--- src/rtl/sisc_fetch.sv ---
// sisc_fetch -- instruction-fetch stage of the SISC computer.
//
// Owns the program counter, branch-target arithmetic, the instruction
// register and a one-entry prefetch buffer in front of a variable-latency
// instruction memory. The control FSM (ctrl) steers the stage with strobes
// and waits on fetch_rdy before loading the IR.
//
// Ports:
//   clk       system clock, all state on the rising edge
//   rst_f     asynchronous active-high reset
//   pc_rst    ctrl: PC <= RESET_PC, flush prefetch
//   pc_write  ctrl: update PC this edge
//   pc_sel    ctrl: 0 = PC+1, 1 = branch target
//   br_sel    ctrl: 1 = absolute (imm), 0 = relative (PC+imm)
//   ir_load   ctrl: move prefetch word into IR
//   im_ack    imem: im_rdata valid, request complete
//   im_rdata  imem: read data
//   im_req    imem: read request, held until im_ack
//   im_addr   imem: read address, stable while im_req high
//   ir        instruction register
//   opcode    ir[31:28]
//   mm        ir[27:24]
//   pc        current PC
//   fetch_rdy prefetch buffer holds the word at the current pc
//   fetch_err sticky: ir_load seen while fetch_rdy low
`timescale 1ns/1ps
module sisc_fetch #(
  parameter int              PC_W     = 16,
  parameter int              IR_W     = 32,
  parameter logic [PC_W-1:0] RESET_PC = '0
) (
  input  logic            clk,
  input  logic            rst_f,
  input  logic            pc_rst,
  input  logic            pc_write,
  input  logic            pc_sel,
  input  logic            br_sel,
  input  logic            ir_load,
  input  logic            im_ack,
  input  logic [IR_W-1:0] im_rdata,
  output logic            im_req,
  output logic [PC_W-1:0] im_addr,
  output logic [IR_W-1:0] ir,
  output logic [3:0]      opcode,
  output logic [3:0]      mm,
  output logic [PC_W-1:0] pc,
  output logic            fetch_rdy,
  output logic            fetch_err
);

  typedef enum logic [1:0] {S_IDLE, S_WAIT, S_DROP} state_t;

  state_t          state_reg, state_next;
  logic [PC_W-1:0] pc_reg, pc_next;
  logic [IR_W-1:0] ir_reg, ir_next;
  logic [IR_W-1:0] pf_data_reg, pf_data_next;
  logic [PC_W-1:0] pf_addr_reg, pf_addr_next;
  logic            pf_valid_reg, pf_valid_next;
  logic            im_req_reg, im_req_next;
  logic [PC_W-1:0] im_addr_reg, im_addr_next;
  logic            err_reg, err_next;

  logic            redirect;
  logic            rdy;
  logic            ack_take;
  logic            hit_next;
  logic [PC_W-1:0] imm;

  assign redirect = pc_rst | (pc_write & pc_sel);
  assign imm      = ir_reg[PC_W-1:0];
  assign rdy      = pf_valid_reg & (pf_addr_reg == pc_reg);
  // A response is only kept when nothing redirected the PC in the same cycle.
  assign ack_take = (state_reg == S_WAIT) & im_ack & ~redirect;

  // PC update; the relative base is the current (already incremented) pc.
  always_comb begin
    pc_next = pc_reg;
    if (pc_rst)
      pc_next = RESET_PC;
    else if (pc_write) begin
      if (!pc_sel)
        pc_next = pc_reg + PC_W'(1);
      else if (br_sel)
        pc_next = imm;
      else
        pc_next = pc_reg + imm;
    end
  end

  // Prefetch buffer
  always_comb begin
    pf_valid_next = pf_valid_reg;
    pf_data_next  = pf_data_reg;
    pf_addr_next  = pf_addr_reg;
    if (ack_take) begin
      pf_data_next = im_rdata;
      pf_addr_next = im_addr_reg;
    end
    if (redirect)
      pf_valid_next = 1'b0;
    else if (ack_take)
      pf_valid_next = 1'b1;
    else if (pf_valid_reg && (pf_addr_reg != pc_reg))
      pf_valid_next = 1'b0;
    else if (ir_load && rdy)
      pf_valid_next = 1'b0;
  end

  // Will the buffer hold the word for next cycle's pc?
  assign hit_next = pf_valid_next & (pf_addr_next == pc_next);

  // IR and sticky error
  always_comb begin
    ir_next  = ir_reg;
    err_next = err_reg;
    if (ir_load) begin
      if (rdy)
        ir_next = pf_data_reg;
      else
        err_next = 1'b1;
    end
  end

  // Request FSM. A request is never withdrawn: a redirect during WAIT parks
  // in DROP until the memory acks, and the stale response is thrown away.
  always_comb begin
    state_next   = state_reg;
    im_req_next  = im_req_reg;
    im_addr_next = im_addr_reg;
    unique case (state_reg)
      S_IDLE: begin
        if (!hit_next && !redirect) begin
          im_req_next  = 1'b1;
          im_addr_next = pc_next;
          state_next   = S_WAIT;
        end
      end
      S_WAIT: begin
        if (im_ack) begin
          im_req_next = 1'b0;
          state_next  = S_IDLE;
        end else if (redirect) begin
          state_next = S_DROP;
        end
      end
      S_DROP: begin
        if (im_ack) begin
          im_req_next = 1'b0;
          state_next  = S_IDLE;
        end
      end
      default: begin
        im_req_next = 1'b0;
        state_next  = S_IDLE;
      end
    endcase
  end

  always_ff @(posedge clk or posedge rst_f) begin
    if (rst_f) begin
      state_reg    <= S_IDLE;
      pc_reg       <= RESET_PC;
      ir_reg       <= '0;
      pf_data_reg  <= '0;
      pf_addr_reg  <= '0;
      pf_valid_reg <= 1'b0;
      im_req_reg   <= 1'b0;
      im_addr_reg  <= '0;
      err_reg      <= 1'b0;
    end else begin
      state_reg    <= state_next;
      pc_reg       <= pc_next;
      ir_reg       <= ir_next;
      pf_data_reg  <= pf_data_next;
      pf_addr_reg  <= pf_addr_next;
      pf_valid_reg <= pf_valid_next;
      im_req_reg   <= im_req_next;
      im_addr_reg  <= im_addr_next;
      err_reg      <= err_next;
    end
  end

  assign im_req    = im_req_reg;
  assign im_addr   = im_addr_reg;
  assign ir        = ir_reg;
  assign opcode    = ir_reg[IR_W-1 -: 4];
  assign mm        = ir_reg[IR_W-5 -: 4];
  assign pc        = pc_reg;
  assign fetch_rdy = rdy;
  assign fetch_err = err_reg;

endmodule

--- config.mk ---
export PLATFORM = sky130hd
export DESIGN_NAME = sisc_fetch
export DESIGN_NICKNAME = d
export VERILOG_FILES = /design/src/rtl/sisc_fetch.sv
export SDC_FILE = /design/constraint.sdc
export NUM_CORES = 1
export LEC_CHECK = 0
export CORE_AREA = 2 2 122 124
export CTS_CLUSTER_DIAMETER = 100
export DETAILED_ROUTE_END_ITERATION = 8
export DIE_AREA = 0 0 124 126
export GPL_ROUTABILITY_DRIVEN = 1
export MAX_ROUTING_LAYER = met4
export PLACE_DENSITY_LB_ADDON = 0.15
export SYNTH_ARGS = -nofsm -noshare
export SYNTH_HDL_FRONTEND = slang
export SYNTH_SLANG_ARGS = --single-unit
--- constraint.sdc ---
create_clock -name clk -period 4.3 [get_ports clk]
set_clock_uncertainty 0.05 [all_clocks]
set_input_delay 0.86 -clock clk [delete_from_list [all_inputs] [get_ports clk]]
set_output_delay 0.86 -clock clk [all_outputs]
set_load 0.005 [all_outputs]
# Word-level counts from Yosys, hierarchy flattened
# Index checks and enable logic that the tools add are counted.
# word_totals
ff_bits	117
in_bits	40
wordCells	57
# classes
add_sub_neg	2
eq_ne	9
n_mux	17
bitwise	8
n_reduce_logical	12
# ops
cell	n
16-bit 2-to-1 mux	5
16-bit == test	2
16-bit by 1-bit adder with 16-bit output, second input constant	1
16-bit adder	1
16-bit != test	1
2-bit 2-to-1 mux	4
2-bit AND reduction	4
1-bit 2-to-1 mux	6
2-bit case mux with 3 select lines	1
1-bit bitwise AND	5
2-bit != test, second input constant	2
1-bit logical AND	3
3-bit != test, second input constant	1
3-bit AND reduction	1
2-bit by 1-bit == test with 1-bit output, second input constant	1
2-bit == test, second input constant	1
1-bit zero test	2
2-bit zero test	1
2-bit by 1-bit != test with 1-bit output, second input constant	1
1-bit NOT	2
1-bit case mux with 2 select lines	1
2-bit OR reduction	1
1-bit OR	1

# Depth between registers and ports, before layout
# Gate-level depths: netlist (run 1).
# depth
depth_word	12
depth_mapped	14
depth_no_buf	13

# Worst setup path before layout (run 1)
# OpenSTA, ideal clock, no wires.
# synth_timing
kind	flip-flop to flip-flop
from	register pc_reg[0] (netlist: pc[0])
to	register im_addr_reg[0] (netlist: im_addr[0])
setup_ns	0.127
arrival_time_ns	3.903
required_time_ns	4.123
setup_slack_ns	0.220
path_stages_with_launch	15
path_buffers	1
period_less_slack_ns	4.080
path_cell_list	dfrtp_1 ha_1 inv_1 fa_1 nor2b_1 o22ai_1 mux2i_1 a2111oi_0 xnor2_1 nor2b_1 nand4_1 or4_1 o211ai_2 buf_6 mux2_1
# synth_via
word_cells_on_any_way	20
classes_between	2 x add/sub; 3 x eq/ne; 8 x mux; 2 x bitwise; 5 x reduce/logical
# synth_rtl
item	line	text
start: declaration	54	logic [PC_W-1:0] pc_reg, pc_next;
start signal: assignment	172	pc_reg <= pc_next;
16-bit adder	86	pc_next = pc_reg + imm;
16-bit 2-to-1 mux	83	else if (br_sel)
16-bit 2-to-1 mux *	81	if (!pc_sel)
16-bit 2-to-1 mux *	80	else if (pc_write) begin
16-bit 2-to-1 mux *	78	if (pc_rst)
net pc_next[4]	54	
16-bit == test *	110	assign hit_next = pf_valid_next & (pf_addr_next == pc_next);
1-bit bitwise AND *	110	
1-bit zero test *	132	if (!hit_next && !redirect) begin
1-bit logical AND *	132	
2-bit AND reduction (no line) *	n/a	
end signal: assignment	178	im_addr_reg <= im_addr_next;
end: declaration	60	logic [PC_W-1:0] im_addr_reg, im_addr_next;
# The timed path passes the listed nets; every way through them passes the cells marked *.
# A chain may end at the register's enable or synchronous reset.

# Final worst setup path (run 1)
# layout_timing
from	register pc_reg[0] (netlist: pc[0])
to	register im_addr_reg[4] (netlist: im_addr[4])
# layout_via
word_cells_on_any_way	20
classes_between	2 x add/sub; 3 x eq/ne; 8 x mux; 2 x bitwise; 5 x reduce/logical
# layout_rtl
item	line
16-bit adder	86
16-bit 2-to-1 mux	83
16-bit 2-to-1 mux *	81
16-bit 2-to-1 mux *	80
16-bit 2-to-1 mux *	78
net pc_next[4]	54
16-bit == test	110
1-bit bitwise AND	110
1-bit zero test	132
1-bit logical AND	132
2-bit AND reduction (no line)	n/a
# Marked as above.

==> results.md, run 1 <==
- Drt first pass iters: 5
- Critical Path AT: 4.42 ns
- Internal Power: 3000 uW
- Synthesized area: 6870 sq um
- Routed wire length per instance: 20.3 microns
- CP delay by family, top: simple AND/OR/NAND/NOR gates
- # nets final: 969
- Area contributors post-synth: dfrtp_1 (43%), nand2_1 (7.8%), mux2_2 (6.1%)
- Synth Instances: approximately 740
- Fin crit share: around 97%
- CTS tree: yes
- Worst EP required: roughly 4.6 ns
- Combinational family with the most area after synthesis: simple AND/OR/NAND/NOR gates
- Clock network power share: between 30% and 40%
- Slowest cell delay on critical path: about 0.57 ns
- Routed via count: 6,455
- Sw power: between 1500 and 2000 uW
- Area share of the largest cell type after synthesis: 42.6%
- Post-synthesis compound-gate area fraction: 14.9%
- CTS clk-pin slew, worst paths: approximately 0.06 ns
- Crit path time final: 4.16 ns
- Area growth syn-to-layout: 36.0%
- Final setup fails: 0
- Initial drt markers: about 480
- Clk_lat worst skew: approximately 0.43 ns
- Placed insts: ~1,100
- Die area: roughly 16,000 sq um
- Area leader, netlist: dfrtp_1
- Global-route wire length before repair: ~35,000 microns
- CP Buf/Inv Count: 3
- Post-synthesis mux area share: 10.1%
- VDD IR-drop max: between 0.3 and 0.4 mV
- CTS Buf Count: 17
- Initial Util: between 40% and 50%
- Syn nets: a little under 800
- Logic pwr share: about a third
- Row count: between 40 and 50
- #FFs+latches synth: about 120
- Power Total: about 4600 uW
- Die Y: between 100 and 150 microns
- Top FF cell, synth: dfrtp_1
- Worst-Margin Slew: around 0.79 ns
- CORE AREA: ~14,000 sq um
- Post-DRT Antenna Nets: 0
- Cts-stage hold buffer count: 0
- Critical path class: register to register
- Vias in the first global route: 6,470
- Sequential share of the synthesized area: 42.6%
- Setup crit end kind: register
- Final non-filler cell total: 1,106
- H-tree lvl count: 4
- Final hold violation count: 0
- Final instance area: about 9300 sq um
- Pin count of the biggest net entering global routing: 66
- GRT overflow: 0
- Final Util: around two thirds
- Cell with the most instances after synthesis: nand2_1
- Max Fanout on Critical Path: 8
- Slew margin rel.: between 40% and 50%
- Worst setup SP type: register
- GPL Wtd Cong: 1.04
- Synth async-reset ratio: 100%
- Via density per instance: just under 6
- Initial antenna violation count: 0
- Synth Area in XOR/XNOR: under 10%
- Cell Pwr Density: roughly 500 nW/um^2
- Clock Path Buffers: 2
- Synth Area in Adders: under 10%
- Routed WL: 22,400 microns
- Post-synthesis simple-gate area fraction: 19.9%
- Fillcell total: 1,166
- Seq pwr share: a little over a third
- Distinct cells, synth: between 70 and 80
- EDFF count, synth: 0
- IO Count: around 120
- Post-Place Cell Area: about 8700 sq um
- Status: completed
- Hold Crit Class: register to register
- RSZ-0062 raised after global routing: no
- Setup_tns: 0 ns
- Synthesis Warnings: 0
- IO buf count: 114
- Fmax: 240 MHz
- Top post-synthesis cells by count: nand2_1 (142), dfrtp_1 (117), nor2_1 (40)
- Layout cells sized above 1: around a fifth
- GRT Resource Usage Total: 30.8%
- Max-cap violation count: 0
- Crit path cell chain: ha_2 -> inv_1 -> fa_2 -> nor2b_4 -> o22ai_1 -> mux2i_1 -> a2111oi_0 -> buf_4 -> xnor2_1 -> nor2b_1 -> nand4_1 -> or4_4 -> o211ai_4 -> buf_6 -> mux2_1
- Slowest-stage cell, CP: or4_4
- TritonCTS Sinks: roughly 120
- Detailed Place HPWL: about 17,000 microns
- Root Driver: clkbuf_16
- Chip Width: 124 microns
- Switching share of power: approximately a third
- N_diodes: 0
- # DRC: 0
- Avg Synthesized Cell Area: between 9 and 10 sq um
- Static Leak: 0.00437 uW
- Slew Viols, Final: 0
-- power groups by stage --
stage	sequential [uW]	clock, uW	combinational, uW
6_report	1660	1420	1490
5_1_grt	1700	1490	1640
4_1_cts	1660	1440	1460
3_5_place_dp	1680	0	1440
3_3_place_gp	1660	0	1400
2_1_floorplan	1620	0	813
-- layout make-up --
cell class              count  area (sq um)  area share (%)
multi-input cells         546          3680            39.4
well taps                 184           230            2.46
clock buffers              17           425            4.55
flip-flops and latches    117          2930            31.3
clock inverters            15           159            1.70
repair buffers            201          1820            19.5
inverters                  26           100            1.07
-- worst paths after layout --
check | start | to | slack [ns] | depth (start not counted)
setup / recovery | pc[0] | im_addr[4] | 0.14 | 15
hold / removal | fetch_err | fetch_err | 0.41 | 1
setup reg to reg | pc[0] | im_addr[4] | 0.14 | 15
hold reg to reg | fetch_err | fetch_err | 0.41 | 1
max in group asynchronous | rst_f | pf_addr_reg[5] | 2.53 | 3
min in group asynchronous | rst_f | pf_data_reg[17] | 0.89 | 2
-- logic make-up (layout without fill, tap and decap cells) --
logic type	count (synthesis)	in the layout
buffers and inverters	72	259
xor gates and xnor gates	30	30
AOI/OAI and AO/OA	145	145
DFF	117	117
muxes	63	63
adders and majority gates	20	20
and+or+nand+nor	288	288
-- stage by stage --
step | worst slack, ns | hold WS [ns]
2_1_floorplan | 0.220 | 0.392
3_3_place_gp | -0.395 | 0.387
3_5_place_dp | -0.447 | 0.398
4_1_cts | 0.0119 | 0.411
5_1_grt | 0.0518 | 0.441
6_report | 0.136 | 0.409
-- cell usage in the layout (no fill, tap or decap), drive strengths merged, types with 15 or more instances in the layout --
cell	netlist	layout
ha	19	19
clkdlybuf4s50	0	112
nor2b	15	15
mux2	52	52
xnor2	20	20
nand2	143	143
inv	26	36
nor2	41	41
buf	26	87
nand3	19	19
clkbuf	20	17
o21ai	30	30
dfrtp	117	117
a21oi	26	26
-- what timing repair did --
| action | CTS | global route |
|---|---|---|
| buffers inserted | 0 | 1 |
| gates resized for setup | 2 | 20 |
| pin swaps | 0 | 4 |
| gates cloned | 0 | 1 |
| endpoints found under the setup margin | 7 | 19 |
| endpoints found under the hold margin | 0 | 0 |
-- metal layers --
metal  track usage, %  routed length [microns]
met3             5.98                     1280
met2             47.1                    10600
met1             39.5                     9540
met5                -                        0
met4             13.9                     1010
No activity file was read; power rests on OpenSTA's default activity.
==> run 2: changes to the inputs <==
--- a/config.mk
+++ b/config.mk
@@ -12,6 +12,7 @@
 export GPL_ROUTABILITY_DRIVEN = 1
 export MAX_ROUTING_LAYER = met4
 export PLACE_DENSITY_LB_ADDON = 0.15
+export SKIP_CTS_REPAIR_TIMING = 1
 export SYNTH_ARGS = -nofsm -noshare
 export SYNTH_HDL_FRONTEND = slang
 export SYNTH_SLANG_ARGS = --single-unit
==> results.md, run 2 (same netlist as run 1, synthesis figures left out) <==
- Worst EP required: 4.61 ns (+0.05 ns)
- Setup crit end kind: register
- CTS Buf Count: 17 (unchanged)
- Critical path class: register to register
- # nets final: 969 (unchanged)
- Post-DRT Antenna Nets: 0 (unchanged)
- Row count: 44 (unchanged)
- H-tree lvl count: 4 (unchanged)
- IO buf count: 114 (unchanged)
- Global-route wire length before repair: 35,000 microns (unchanged)
- Status: completed
- Max-cap violation count: 0 (unchanged)
- Crit path time final: 4.15 ns (-0.0175 ns)
- Root Driver: clkbuf_16
- IO Count: 115 (unchanged)
- Routed wire length per instance: 20.2 microns (-0.27%)
- Clk_lat worst skew: 0.43 ns (about the same)
- Worst Setup EP: im_addr[15]
- Routed via count: 6,480 (+0.39%)
- VDD IR-drop max: 0.333 mV (about the same)
- Fin crit share: 96.4% (-0.41 points)
- Die Y: 126 microns (unchanged)
- Max Fanout on Critical Path: 9 (+1)
- Detailed Place HPWL: 17,000 microns (unchanged)
- Clock Path Buffers: 2 (unchanged)
- Final instance area: 9350 sq um (about the same)
- Final setup fails: 0 (unchanged)
- Initial drt markers: 472 (-0.63%)
- Slew margin rel.: 47.6% (+0.085 points)
- N_diodes: 0 (unchanged)
- Final hold violation count: 0 (unchanged)
- Layout cells sized above 1: 19.3% (-0.11 points)
- R2R cell count: 12 (-3)
- TritonCTS Sinks: 117 (unchanged)
- Chip Width: 124 microns (unchanged)
- Fmax: 241 MHz (+0.42%)
- # DRC: 0 (unchanged)
- Critical Path AT: 4.46 ns (+0.04 ns)
- Drt first pass iters: 5 (unchanged)
- Slew Viols, Final: 0 (unchanged)
- Pin count of the biggest net entering global routing: 66 (unchanged)
- Static Leak: 0.00438 uW (about the same)
- GRT Resource Usage Total: 30.8% (unchanged)
- CORE AREA: 14,300 sq um (unchanged)
- Most frequent cells in the layout: nand2_1 (142), dfrtp_1 (117), clkdlybuf4s50_1 (112)
- GRT overflow: 0 (unchanged)
- Worst-Margin Slew: 0.786 ns (-0.00128 ns)
- Via density per instance: 5.86 (+0.39%)
- Routed WL: 22,400 microns (-0.27%)
- Reg2Reg Setup Slack: 0.15 ns (+0.02 ns)
- Hold Crit Class: register to register
- DP Worst Slack: -0.447 ns (unchanged)
- Vias in the first global route: 6,469 (-0.015%)
- Leading cell type in the layout, fill and taps excluded: nand2_1
- Setup ws final: 0.153 ns (+0.0175 ns)
- Initial antenna violation count: 0 (unchanged)
- Area growth syn-to-layout: 36.0% (about the same)
- Worst Setup SP: pc[0]
- CTS tree: yes
- CTS clk-pin slew, worst paths: 0.06 ns (about the same)
- GPL Wtd Cong: 1.04 (unchanged)
- Worst setup SP type: register
- Initial Util: 48.0% (unchanged)
- Post-Place Cell Area: 8660 sq um (unchanged)
- Cell Pwr Density: 489 nW/um^2 (about the same)
- R2R Path Start: pc[0]
- R2R Path End: im_addr[15]
- Die area: 15,600 sq um (unchanged)
==> run 2: worst min path at each step <==
stage	start	to	slack (ns)	cells past startpoint
6_report	fetch_err	fetch_err	0.41	1
5_1_grt	pf_data_reg[14]	pf_data_reg[14]	0.44	2
4_1_cts	fetch_err	fetch_err	0.41	1
3_5_place_dp	fetch_err	fetch_err	0.40	1
3_3_place_gp	fetch_err	fetch_err	0.39	1
2_1_floorplan	pf_data_reg[0]	pf_data_reg[0]	0.39	2
==> run 2: report_power, final <==
part / internal (uW) / switching [uW]
combinational: 762 / 727
clock: 821 / 600
sequential: 1420 / 240
==> run 2: area by class of cell <==
| type | count | area [sq um] |
|---|---|---|
| Fill cell | 1167 | 4970 |
| Multi-Input combinational cell | 546 | 3680 |
| Sequential cell | 117 | 2930 |
| Timing Repair Buffer | 201 | 1820 |
| Clock buffer | 17 | 425 |
| Tap cell | 184 | 230 |
| Clock inverter | 15 | 159 |
| Inverter | 26 | 100 |
==> run 2: routing by layer <==
| metal | global-route usage, % | vias up | part of all wire, % |
|---|---|---|---|
| li1 | - | 2983 | - |
| met1 | 39.5 | 3156 | 42 |
| met2 | 47.1 | 280 | 47 |
| met3 | 5.98 | 61 | 6.7 |
| met4 | 13.9 | 0 | 4.6 |
| met5 | - | - | 0 |
==> run 2: critical path, stage by stage, from the launching register on <==
cell     delay (ns)
dfrtp_1        0.39
buf_4          0.20
ha_1           0.30
nand2_1        0.16
or4_1          0.49
a31o_1         0.25
a32oi_1        0.22
nand4_1        0.19
or3_1          0.45
or4_1          0.55
or3_1          0.38
or3b_1         0.37
nand3_1        0.09
==> run 2: stage by stage <==
step	cells	utilization, %	TNS (ns)	total power (uW)	hold slack [ns]
after detailed placement	1072	60.5	-6.93	3110	0.398
after global routing	1106	65.3	-0.0251	4830	0.441
after global placement	1072	60.5	-6.37	3060	0.387
after floorplan	735	-	0	2430	0.392
after CTS	1104	64.6	-0.0946	4560	0.411
final	1106	65.3	0	4570	0.409
==> run 3: changes to the inputs <==
--- a/config.mk
+++ b/config.mk
@@ -5,13 +5,14 @@
 export SDC_FILE = /design/constraint.sdc
 export NUM_CORES = 1
 export LEC_CHECK = 0
-export CORE_AREA = 2 2 122 124
+export CORE_AREA = 3 3 123 125
 export CTS_CLUSTER_DIAMETER = 100
 export DETAILED_ROUTE_END_ITERATION = 8
-export DIE_AREA = 0 0 124 126
+export DIE_AREA = 0 0 126 128
 export GPL_ROUTABILITY_DRIVEN = 1
 export MAX_ROUTING_LAYER = met4
 export PLACE_DENSITY_LB_ADDON = 0.15
+export RECOVER_POWER = 25
 export SKIP_CTS_REPAIR_TIMING = 1
 export SYNTH_ARGS = -nofsm -noshare
 export SYNTH_HDL_FRONTEND = slang
==> results.md, run 3 (same netlist as run 1, synthesis figures left out) <==
- Status: finished with violations
- Violated checks: capacitance limit, slew limit
- Drt first pass iters: 5 (unchanged)
- IO Count: 115 (unchanged)
- Critical Path AT: 4.48 ns (+0.02 ns)
- Die area: 16,100 sq um (+3.2%)
- R2R Path Start: pc[0]
- Routed WL: 22,600 microns (+0.84%)
- Via density per instance: 5.80 (-1.1%)
- Seq pwr share: 36.8% (+0.5 points)
- CTS clk-pin slew, worst paths: 0.06 ns (about the same)
- Detailed Place HPWL: 17,300 microns (+1.6%)
- GRT Resource Usage Total: 29.8% (-1.0 points)
- Metal2 WL: 11,000 microns (+4.4%)
- Hold Path Cell Cnt: 2 (+1)
- Multi-input gate area: 3670 sq um (-0.24%)
- Post-DRT Antenna Nets: 0 (unchanged)
- GRT overflow: 0 (unchanged)
- Logic pwr share: 33.0% (+0.4 points)
- Most frequent cells in the layout: nand2_1 (141), dfrtp_1 (116), clkdlybuf4s50_1 (113)
- FF+latch area: 2930 sq um (about the same)
- Root Driver: clkbuf_16
- Critical path class: input pin to register
- Pin count of the biggest net entering global routing: 66 (unchanged)
- Setup crit end kind: register
- Die Y: 128 microns (+1.6%)
- Area growth syn-to-layout: 35.6%
- Layout cells sized above 1: 19.2% (-0.13 points)
- Final setup fails: 0 (unchanged)
- Max layer used: met4
- Reg2Reg Setup Slack: 0.19 ns (+0.04 ns)
- CTS Buf Count: 17 (unchanged)
- Max-cap violation count: 1 (+1)
- Switching share of power: 33.6% (-0.65 points)
- Worst EP required: 4.59 ns (-0.02 ns)
- Initial Util: 49.1% (+1.1 points)
- Slowest cell delay on critical path: 0.54 ns (about the same)
- Leading cell type in the layout, fill and taps excluded: nand2_1
- Hold Crit Class: register to register
- Final Util: 66.6% (+1.3 points)
- Crit path depth: 13 (+1)
- TritonCTS Sinks: 117 (unchanged)
- Initial antenna violation count: 0 (unchanged)
- R2R cell count: 12 (unchanged)
- Slew margin rel.: -64.1% (-110 points)
- Chip Width: 126 microns (+1.6%)
- Clock Path Buffers: 2 (unchanged)
- Fin crit share: 97.4% (+0.92 points)
- Vias in the first global route: 6,560 (+1.4%)
- CP delay by family, top: simple AND/OR/NAND/NOR gates
- Cell Pwr Density: 485 nW/um^2 (-0.78%)
- H-tree lvl count: 4 (unchanged)
- Static Leak: 0.00436 uW (-0.38%)
- CORE AREA: 14,000 sq um (-2.3%)
- Slowest-stage cell, CP: clkdlybuf4s50_1
- # nets final: 970 (+0.10%)
- Global-route wire length before repair: 36,100 microns (+3.2%)
- Clock network power share: 30.2% (-0.9 points)
- Fmax: 239 MHz (-0.95%)
- Crit path cell chain: clkdlybuf4s50_1 -> buf_4 -> nand2_2 -> buf_4 -> o221a_2 -> nor2_1 -> xnor2_1 -> nand4_1 -> or3_1 -> or4_1 -> or3_1 -> or3b_1 -> nand3_1
- Crit path time final: 4.19 ns (+0.0397 ns)
- Fillcell total: 1,144 (-2.0%)
- Initial drt markers: 438 (-7.2%)
- Sw power: 1520 uW (-2.9%)
- Routed via count: 6,394 (-1.3%)
- Slew Viols, Final: 65 (+65)
- IO buf count: 114 (unchanged)
- Final hold violation count: 0 (unchanged)
- Power Total: 4520 uW (-1.1%)
- N_diodes: 0 (unchanged)
- Worst setup SP type: input pin
- Routed wire length per instance: 20.5 microns (+1.1%)
- Internal Power: 3000 uW (about the same)
- VDD IR-drop max: 0.280 mV (-16%)
- Hold endpoint: pf_data_reg[11]
- Worst-Margin Slew: 2.46 ns (+1.67 ns)
- CTS tree: yes
- Hold Crit Start: pf_data_reg[11]
- Max Fanout on Critical Path: 12 (+3)
- Met1 wire length: 9630 microns (+2.9%)
- GPL Wtd Cong: 0.959 (-7.7%)
- # DRC: 0 (unchanged)
- Row count: 43 (-2.3%)
- Clk_lat worst skew: 0.42 ns (about the same)
- R2R Path End: im_addr[15]
- CP Buf/Inv Count: 3 (+2)
- Metal3 WL: 1200 microns (-20%)
-- run 3: how the worst max path moves through the flow --
stage	startpoint	end	slack, ns
final	pc_sel	im_addr[15]	0.11
after global routing	pc_sel	im_addr[13]	-0.008
after CTS	pc[1]	im_addr[1]	-0.04
after detailed placement	pc_sel	im_addr[11]	-0.33
after global placement	pc_sel	im_addr[2]	-0.28
after floorplan	pc[0]	im_addr[0]	0.22
-- run 3: layout make-up --
class / count / share of cell area [%]
clock buffer: 19 / 4.75
clock inverter: 13 / 1.29
inverter: 26 / 1.05
multi-input combinational: 546 / 39.4
sequential: 117 / 31.4
tap: 180 / 2.42
timing repair buffer: 202 / 19.6
-- run 3: worst reg2reg max path: cells and delay by family, from the launching register on --
kind	cells	cell delay, ns
adder cells (fa/ha/maj)	1	0.27
AND/OR/NAND/NOR	8	2.61
flip-flops	1	0.40
buffers and inverters	1	0.20
AO/OA/AOI/OAI	2	0.50
-- run 3: power by group through the flow --
stage / Clock, uW / Sequential, uW / Combinational [uW]
CTS: 1390 / 1660 / 1470
detailed placement: 0 / 1680 / 1450
global placement: 0 / 1660 / 1420
floorplan: 0 / 1620 / 813
global route: 1440 / 1710 / 1650
finish: 1360 / 1670 / 1490
-- run 3: metrics by stage --
step                      setup WS (ns)  hold slack, ns  instances  TNS (ns)  cell area (sq um)
after floorplan                   0.220           0.392        735         0               6870
after global placement           -0.276           0.396       1071     -4.55               8690
after detailed placement         -0.327           0.411       1071     -5.22               8690
after CTS                       -0.0392           0.426       1103    -0.212               9250
after global routing           -0.00803           0.439       1103   -0.0154               9320
final                             0.114           0.422       1103         0               9320
-- run 3: metal layers --
metal	GRT usage [%]	vias to the layer above
met1	38.2	3121
met3	5.13	42
met5	-	-
li1	-	2974
met4	12.9	0
met2	46.8	257
